File: config.mk
export PLATFORM = sky130hd
export DESIGN_NAME = frog_game_ctrl
export DESIGN_NICKNAME = d
export VERILOG_FILES = /design/src/rtl/frog_game_ctrl.sv
export SDC_FILE = /design/constraint.sdc
export NUM_CORES = 1
export LEC_CHECK = 0
export CORE_MARGIN = 4
export CORE_UTILIZATION = 49
export CTS_BUF_LIST = sky130_fd_sc_hd__clkbuf_4 sky130_fd_sc_hd__clkbuf_8 sky130_fd_sc_hd__clkbuf_16
export CTS_CLUSTER_SIZE = 30
export DETAILED_ROUTE_END_ITERATION = 7
export GPL_TIMING_DRIVEN = 0
export PLACE_DENSITY = 0.76
export SLEW_MARGIN = 20
export SYNTH_ARGS = -nofsm -noshare
export SYNTH_HDL_FRONTEND = slang
export SYNTH_SLANG_ARGS = --single-unit
export TNS_END_PERCENT = 5
File: constraint.sdc
create_clock -name CLK -period 2.8 [get_ports CLK]
set_clock_uncertainty 0.05 [all_clocks]
set_input_delay 0.28 -clock CLK [delete_from_list [all_inputs] [get_ports CLK]]
set_output_delay 0.28 -clock CLK [all_outputs]
set_load 0.005 [all_outputs]
File: src/rtl/frog_game_ctrl.sv
// frog_game_ctrl: Frog game sequencer; it owns the frog position, rate-limits hops,
// tracks lives and score, and starts, freezes and restarts the car lanes.
module frog_game_ctrl #(
  parameter int COLS        = 20,
  parameter int ROWS        = 15,
  parameter int START_COL   = 9,
  parameter int START_ROW   = 13,
  parameter int GOAL_ROW    = 0,
  parameter int LIVES_INIT  = 3,
  parameter int MOVE_FRAMES = 8,
  parameter int HIT_FRAMES  = 60,
  parameter int WIN_FRAMES  = 90
) (
  input  logic       CLK,
  input  logic       RST,
  input  logic       VGA_VS,
  input  logic       SW1,
  input  logic       SW2,
  input  logic       SW3,
  input  logic       SW4,
  input  logic       collision,
  output logic [4:0] player_col,
  output logic [3:0] player_row,
  output logic       car_run,
  output logic       respawn,
  output logic [1:0] lives,
  output logic [7:0] score,
  output logic [2:0] state,
  output logic       frame_tick
);
  localparam logic [4:0] SC = 5'(START_COL);
  localparam logic [4:0] LC = 5'(COLS - 1);
  localparam logic [3:0] SR = 4'(START_ROW);
  localparam logic [3:0] LR = 4'(ROWS - 1);
  localparam logic [3:0] GR = 4'(GOAL_ROW);
  localparam logic [3:0] MF = 4'(MOVE_FRAMES);
  localparam logic [7:0] HF = 8'(HIT_FRAMES);
  localparam logic [7:0] WF = 8'(WIN_FRAMES);
  localparam logic [1:0] LI = 2'(LIVES_INIT);
  typedef enum logic [2:0] {IDLE, PLAY, HIT, WIN, OVER} st_t;
  st_t        st;
  logic       vs_prev, sw1_prev, start, expire, go_play, up, dn, lf, rt;
  logic [3:0] cool;
  logic [7:0] timer;
  assign state   = st;
  assign start   = frame_tick && SW1 && !sw1_prev;
  assign expire  = frame_tick && timer <= 8'd1;
  assign go_play = ((st == IDLE || st == OVER) && start) || (st == WIN && expire) ||
                   (st == HIT && expire && lives != '0);
  // Only the highest-priority switch is considered; if its move is blocked nothing happens.
  assign up = SW1 && player_row != '0;
  assign dn = !SW1 && SW2 && player_row != LR;
  assign lf = !SW1 && !SW2 && SW3 && player_col != '0;
  assign rt = !SW1 && !SW2 && !SW3 && SW4 && player_col != LC;
  always_ff @(posedge CLK) begin
    if (RST) begin
      st         <= IDLE;
      player_col <= SC;
      player_row <= SR;
      lives      <= LI;
      score      <= '0;
      car_run    <= 1'b0;
      respawn    <= 1'b0;
      frame_tick <= 1'b0;
      cool       <= '0;
      timer      <= '0;
      vs_prev    <= 1'b1;
      sw1_prev   <= 1'b1;
    end else begin
      vs_prev    <= VGA_VS;
      frame_tick <= VGA_VS && !vs_prev;
      respawn    <= 1'b0;
      if (frame_tick) sw1_prev <= SW1;
      case (st)
        PLAY:
          if (collision) begin
            st      <= HIT;
            lives   <= lives - 2'd1;
            timer   <= HF;
            car_run <= 1'b0;
          end else if (player_row == GR) begin
            st      <= WIN;
            score   <= score + 8'(score != 8'hFF);
            timer   <= WF;
            car_run <= 1'b0;
          end else if (frame_tick) begin
            if (cool != '0) cool <= cool - 4'd1;
            else if (up || dn || lf || rt) begin
              player_row <= player_row + 4'(dn) - 4'(up);
              player_col <= player_col + 5'(rt) - 5'(lf);
              cool       <= MF;
            end
          end
        HIT, WIN:
          if (frame_tick) begin
            timer <= expire ? 8'd0 : timer - 8'd1;
            if (expire && st == HIT && lives == '0) st <= OVER;
          end
        IDLE, OVER: ;
        default: st <= IDLE;
      endcase
      // Every entry into PLAY shares the same restart actions; a fresh game also resets the tally.
      if (go_play) begin
        st         <= PLAY;
        car_run    <= 1'b1;
        respawn    <= 1'b1;
        player_col <= SC;
        player_row <= SR;
        cool       <= '0;
        if (st == IDLE || st == OVER) begin
          lives <= LI;
          score <= '0;
        end
      end
    end
  end
endmodule

==> results_dict.tcl, run 1 <==
set metrics [dict create \
    fin_crit_sh_pct 104.4 \
    slowest_stage "or4b_4" \
    synthFlopType "dfxtp_1" \
    drt-pass1-iter-count 4 \
    syn_nets 298 \
    clk_pin_slew_ns 0.08 \
    cts_buffers 5 \
    drive_above_1_share_pct 14.33 \
    clock_path_buffers 2 \
    setup_ws_ns -0.1233 \
    num_rows 24 \
    tightest_slew_ns 0.7210 \
    crit_chain "inv_2, ha_4, or4b_4, and2_4, ha_4, inv_2, ha_4, inv_2, fa_2, nand2b_4, a21oi_4, or3_4, a2111o_1, o21ai_1" \
    synth-edff-count 0 \
    core-area_mm2 0.004444 \
    dieArea_mm2 0.005862 \
    initial_core_util_pct 51.83 \
    finalNetCount 341 \
    drv_slew 0 \
    min_period_ns 2.923 \
    vias 2007 \
    cts_htree_levels 2 \
    cp_num_buf_inv 3 \
    portBuffers 32 \
    violations "negative setup slack" \
    grt_pass1_wl_um 8749 \
    path_delay_family "simple AND/OR/NAND/NOR gates" \
    grt_pass1_vias 1926 \
    antenna_found_initial 0 \
    hold_violations 0 \
    grt-ovfl-total 0 \
    area_growth_pct 26.51 \
    setup_tns_ns -0.1233 \
    antenna_cells 0 \
    clkLatencyLatePin_ns 0.30 \
    yosys_warnings 0 \
    clock_sinks 39 \
    final_area_mm2 0.002914 \
    worstPathArrival_ns 3.11 \
    routed_wirelength_um 5086 \
    grt_usage_pct 18.10 \
    place_area_mm2 0.002739 \
    setup_viol 1 \
    die_h_um 76.57 \
    routedWlPerCell_um 13.90 \
    ys_types 55 \
    layout.area.seq_um2 783.3 \
    synth_area_mm2 0.002303 \
    cp-start-kind "flop" \
    finalPower_mw 1.492 \
    relSlewSlack_pct 51.93 \
    postSynth.asyncResetShare_pct 0 \
    avgSynthCellArea_um2 8.531 \
    grt_start_max_net_pins 14 \
    synthCells 270 \
    rsz0062_at_grt "yes" \
    pin_count 33 \
    tritoncts "yes" \
    fillers 373 \
    fmax_mhz 342.1 \
    hold_buffers 0 \
    synth-seq-cells 39 \
    min_path_type "reg -> reg" \
    power.leakage_nw 1.180 \
    multi_input_area_mm2 0.001455 \
    viasPerCell 5.484 \
    drtIter0Drc 130 \
    cellPowerDensity_mw_per_mm2 512.0 \
    crit_fanout 2 \
    ant_nets 0 \
    cts-root-buf "clkbuf_8" \
    gp_congestion 0.8136 \
    die_w_um 76.57 \
    critPathRequiredTime_ns 2.98 \
    hpwl_um 3658 \
    ir_drop_mv 0.3587 \
    route.detailed.drc 0 \
    ys_seq_area_share_pct 33.89 \
    critPathCaptureType "flop" \
    worstSetupPathType "reg -> reg" \
    outcome "complete, but fails checks" \
    max_stage_delay_ns 0.46 \
    cap_violations 0 \
]
[stage by stage]
| step | hold slack, ns | util, % | setup slack [ns] | instances |
|---|---|---|---|---|
| finish | 0.3552 | 65.57 | -0.1233 | 366 |
| detailed placement | 0.3507 | 61.63 | -0.4728 | 354 |
| floorplan | 0.3087 | - | -0.06320 | 270 |
| global placement | 0.3470 | 61.63 | -0.4343 | 354 |
| CTS | 0.3625 | 64.86 | -0.1327 | 364 |
| global route | 0.3699 | 65.57 | -0.2183 | 366 |
[final timing paths]
| path | slack [ns] | end | cells past startpoint | start |
|---|---|---|---|---|
| min | 0.36 | frame_tick | 1 | vs_prev |
| max | -0.12 | player_col[4] | 14 | player_col[2] |
| min reg2reg | 0.36 | frame_tick | 1 | vs_prev |
| max reg2reg | -0.12 | player_col[4] | 14 | player_col[2] |
[state kept, by name, indices dropped and copies added, names as in the netlist]
register / count
score: 8
vs_prev: 1
timer: 8
car_run: 1
respawn: 1
player_col: 5
frame_tick: 1
sw1_prev: 1
player_row: 4
state: 3
cool: 4
lives: 2
[cell type report]
| type | instances | share of cell area, % |
|---|---|---|
| Clock inverter | 3 | 1.503 |
| Buffer | 8 | 2.233 |
| Tap cell | 52 | 2.233 |
| Clock buffer | 5 | 2.362 |
| Multi-Input combinational cell | 201 | 49.94 |
| Timing Repair Buffer | 36 | 12.02 |
| Inverter | 22 | 2.834 |
| Sequential cell | 39 | 26.88 |
[repair_timing]
| action | CTS | global route |
|---|---|---|
| setup endpoints to repair | 1 | 1 |
| gates resized for setup | 2 | 3 |
| buffers inserted | 2 | 2 |
| pin swaps | 1 | 2 |
| cloned | 0 | 0 |
[power breakdown]
| group | switching (mW) | internal (mW) |
|---|---|---|
| Combinational | 0.201 | 0.182 |
| Sequential | 0.0420 | 0.590 |
| Clock | 0.212 | 0.265 |
| Total | 0.455 | 1.04 |
[synth_stat cells, types with 3 or more instances]
library cell,count,share of area (%)
a31oi_1,4,1.1
xnor2_1,4,1.5
inv_1,22,3.6
o211ai_1,3,0.98
nor3_1,5,1.1
nand3_1,4,0.87
mux2i_1,6,2.6
dfxtp_1,39,34
nor3b_1,4,1.3
or2_1,3,0.81
nand2_1,26,4.2
nand2b_1,8,2.2
ha_1,18,9.8
nand4_1,5,1.4
nor2_1,24,3.9
a21o_1,3,0.98
and3_1,3,0.81
o21ai_0,10,2.2
or3_1,6,1.6
xor2_1,5,1.9
a21oi_1,24,5.2
[cells in the final DEF, fill, tap and decap left out, types with 6 or more instances in the layout]
cell and instances:
mux2i_1 6, ha_1 15, nor2_1 24, o21ai_0 9, dfxtp_1 37, nand2b_1 7, nand2_1 26, a21oi_1 23
buf_4 6, inv_1 18, clkdlybuf4s50_1 32
[routing by layer]
| metal | track usage (%) | vias to the layer above | share of wire [%] |
|---|---|---|---|
| met5 | 0 | - | 0 |
| met4 | 6.159 | 0 | 1.2 |
| met3 | 4.137 | 7 | 3.8 |
| met2 | 28.91 | 40 | 46 |
| met1 | 23.97 | 921 | 49 |
| li1 | - | 1039 | - |
[cell families after synthesis]
kind of cell	share of synthesized area [%]
adder cells (fa/ha/maj)	11.52
buffers and inverters	6.409
AO/OA/AOI/OAI	16.30
flip-flops	33.89
AND/OR/NAND/NOR	25.86
XOR/XNOR	3.422
multiplexers	2.607
Power figures use the tool's default switching activity.
==> run 2, diff against run 1 <==
- CORE_MARGIN: 4 -> 2
- TNS_END_PERCENT: 5 -> not set
==> run 2 against run 1 <==
Compared with the run above: critical path type unchanged; final cell count is 0.27% higher; total power is 6.1% higher; count of clock-buffer cells in the layout stayed put; design area is 0.94% higher; clock power is 19% higher; non-clock buffer count is 1 higher; setup slack worse by 0.030 ns; via count is 0.40% higher; critical path depth stayed put; highest routed layer unchanged; register-to-register slack worse by 0.03 ns; the flow still finishes with violations (negative setup slack).
==> results_dict.tcl, run 2 (same netlist as run 1, synthesis figures left out) <==
set metrics [dict create \
    outcome "complete, but fails checks" \
    violations "negative setup slack" \
    critPathCaptureType "flop" \
    tritoncts "yes" \
    critPathRequiredTime_ns 2.98 \
    drtIter0Drc 119 \
    grt_pass1_wl_um 8597 \
    hold_violations 0 \
    ff2ff_path_depth 14 \
    use_met1_pct 27.84 \
    routedWlPerCell_um 13.54 \
    finalNetCount 342 \
    r2r_end "player_col[4]" \
    die_w_um 72.57 \
    largestRegisters "score: 8 flops, timer: 8 flops, player_col: 5 flops" \
    power.leakage_nw 1.189 \
    setup_tns_ns -0.1531 \
    r2r_start "player_col[3]" \
    pin_count 33 \
    num_rows 24 \
    cp-start-kind "flop" \
    clk_pin_slew_ns 0.08 \
    drv_slew 0 \
    r2r_slack_ns -0.15 \
    use_met3_pct 4.583 \
    fmax_mhz 338.6 \
    core-area_mm2 0.004444 \
    min_path_cells 1 \
    cellPowerDensity_mw_per_mm2 538.2 \
    setup_ws_ns -0.1531 \
    drt-pass1-iter-count 4 \
    grt_use_met2_pct 32.93 \
    clock_sinks 39 \
    area_growth_pct 27.70 \
    final_cell_mix "dfxtp_1 (37), clkdlybuf4s50_1 (32), nand2_1 (26), nor2_1 (24), a21oi_1 (23)" \
    p_sw_mw 0.4567 \
    cap_violations 0 \
    cts-root-buf "clkbuf_8" \
    power_frac_clock_pct 36.0 \
    min_path_type "reg -> reg" \
    clkLatencyLatePin_ns 0.30 \
    initial_core_util_pct 51.83 \
    relSlewSlack_pct 49.70 \
    ir_drop_mv 0.3773 \
    grt_pass1_vias 1896 \
    crit_fanout 2 \
    grt-ovfl-total 0 \
    route.detailed.drc 0 \
    worstSetupPathType "reg -> reg" \
    min_period_ns 2.953 \
    grt_usage_pct 20.50 \
    dieArea_mm2 0.005266 \
    viasPerCell 5.490 \
    power_frac_comb_pct 24.1 \
    grt_start_max_net_pins 14 \
    clock_path_buffers 2 \
    routed_wirelength_um 4968 \
    cts_buffers 5 \
    tightest_slew_ns 0.7545 \
    ant_nets 0 \
    drive_above_1_share_pct 14.29 \
    final_common_cell "dfxtp_1" \
    hold_buffers 0 \
    hpwl_um 3562 \
    antenna_found_initial 0 \
    worstPathArrival_ns 3.14 \
    busiest_layer "met2" \
    vias 2015 \
    min_to "frame_tick" \
    hp-start "vs_prev" \
    antenna_cells 0 \
    sw_frac_of_total_pct 28.85 \
    gp_congestion 0.8849 \
    setup_viol 1 \
    fin_crit_sh_pct 105.5 \
    rsz0062_at_grt "yes" \
    internal_power_mw 1.127 \
    die_h_um 72.57 \
    portBuffers 32 \
    cts_htree_levels 2 \
    seq_power_share_pct 39.9 \
    hold_slack_ns 0.3537 \
]
## run 2: cell types whose count changed in the layout (fill, tap and decap cells not counted)
cell	change
clkinv_4	-1
clkinvlp_4	+1
bufinv_16	+1
buf_4	+1
o21ai_1	+1
o21ai_2	-1
clkinv_2	-1
## run 2: power by group through the flow
stage / combinational, mW / sequential [mW] / clock [mW]
after detailed placement: 0.374 / 0.644 / 0
final: 0.382 / 0.632 / 0.570
after global routing: 0.434 / 0.638 / 0.600
after floorplan: 0.269 / 0.636 / 0
after CTS: 0.379 / 0.631 / 0.575
after global placement: 0.372 / 0.643 / 0
## run 2: worst max-delay path, stage by stage, from the launching register on
cell and delay, ns:
dfxtp_2 0.34, inv_2 0.07, ha_4 0.13, or4b_4 0.46, and2_4 0.16, ha_4 0.25
inv_2 0.04, ha_4 0.15, inv_2 0.04, fa_2 0.20, nand2b_4 0.13, a21oi_4 0.06
or3_4 0.37, a2111o_1 0.37, o21ai_1 0.08
## run 2: how the worst max path moves through the flow
stage / from / to / cells past startpoint
global placement: SW1 / player_col[4] / 13
floorplan: player_col[3] / player_col[4] / 14
finish: player_col[3] / player_col[4] / 14
CTS: player_col[3] / player_col[4] / 14
detailed placement: SW1 / player_col[4] / 13
global route: player_col[3] / player_col[4] / 14
## run 2: layer usage
| metal | vias up | part of all wire, % | wire length, um |
|---|---|---|---|
| met2 | 30 | 46 | 2276 |
| met3 | 7 | 3.8 | 187 |
| met1 | 939 | 49 | 2452 |
| met4 | 0 | 1.0 | 51 |
| li1 | 1039 | - | - |
| met5 | - | 0 | 0 |
## run 2: stage by stage
step / instance area (um^2) / power (mW) / setup slack (ns) / instances / util (%)
CTS: 2934 / 1.584 / -0.1414 / 367 / 66.02
detailed placement: 2739 / 1.019 / -0.4775 / 354 / 61.63
global placement: 2739 / 1.015 / -0.4276 / 354 / 61.63
global route: 2942 / 1.672 / -0.2466 / 367 / 66.19
floorplan: 2354 / 0.9049 / -0.06320 / 270 / -
finish: 2942 / 1.583 / -0.1531 / 367 / 66.19
## run 2: final cells by class
class / instances / area [um^2]
plain buffers: 8 / 65.06
clock buffers: 5 / 68.82
clock inverters: 3 / 67.56
fillers: 353 / 1503
inverters: 22 / 82.58
multi-input cells: 201 / 1451
flip-flops and latches: 39 / 783.3
well taps: 52 / 65.06
repair buffers: 37 / 357.8
## run 2: timing repair
action | in CTS | in global routing
endpoints found under the setup margin | 1 | 1
pin swaps | 3 | 0
gates resized for setup | 3 | 1
setup buffers | 5 | 0
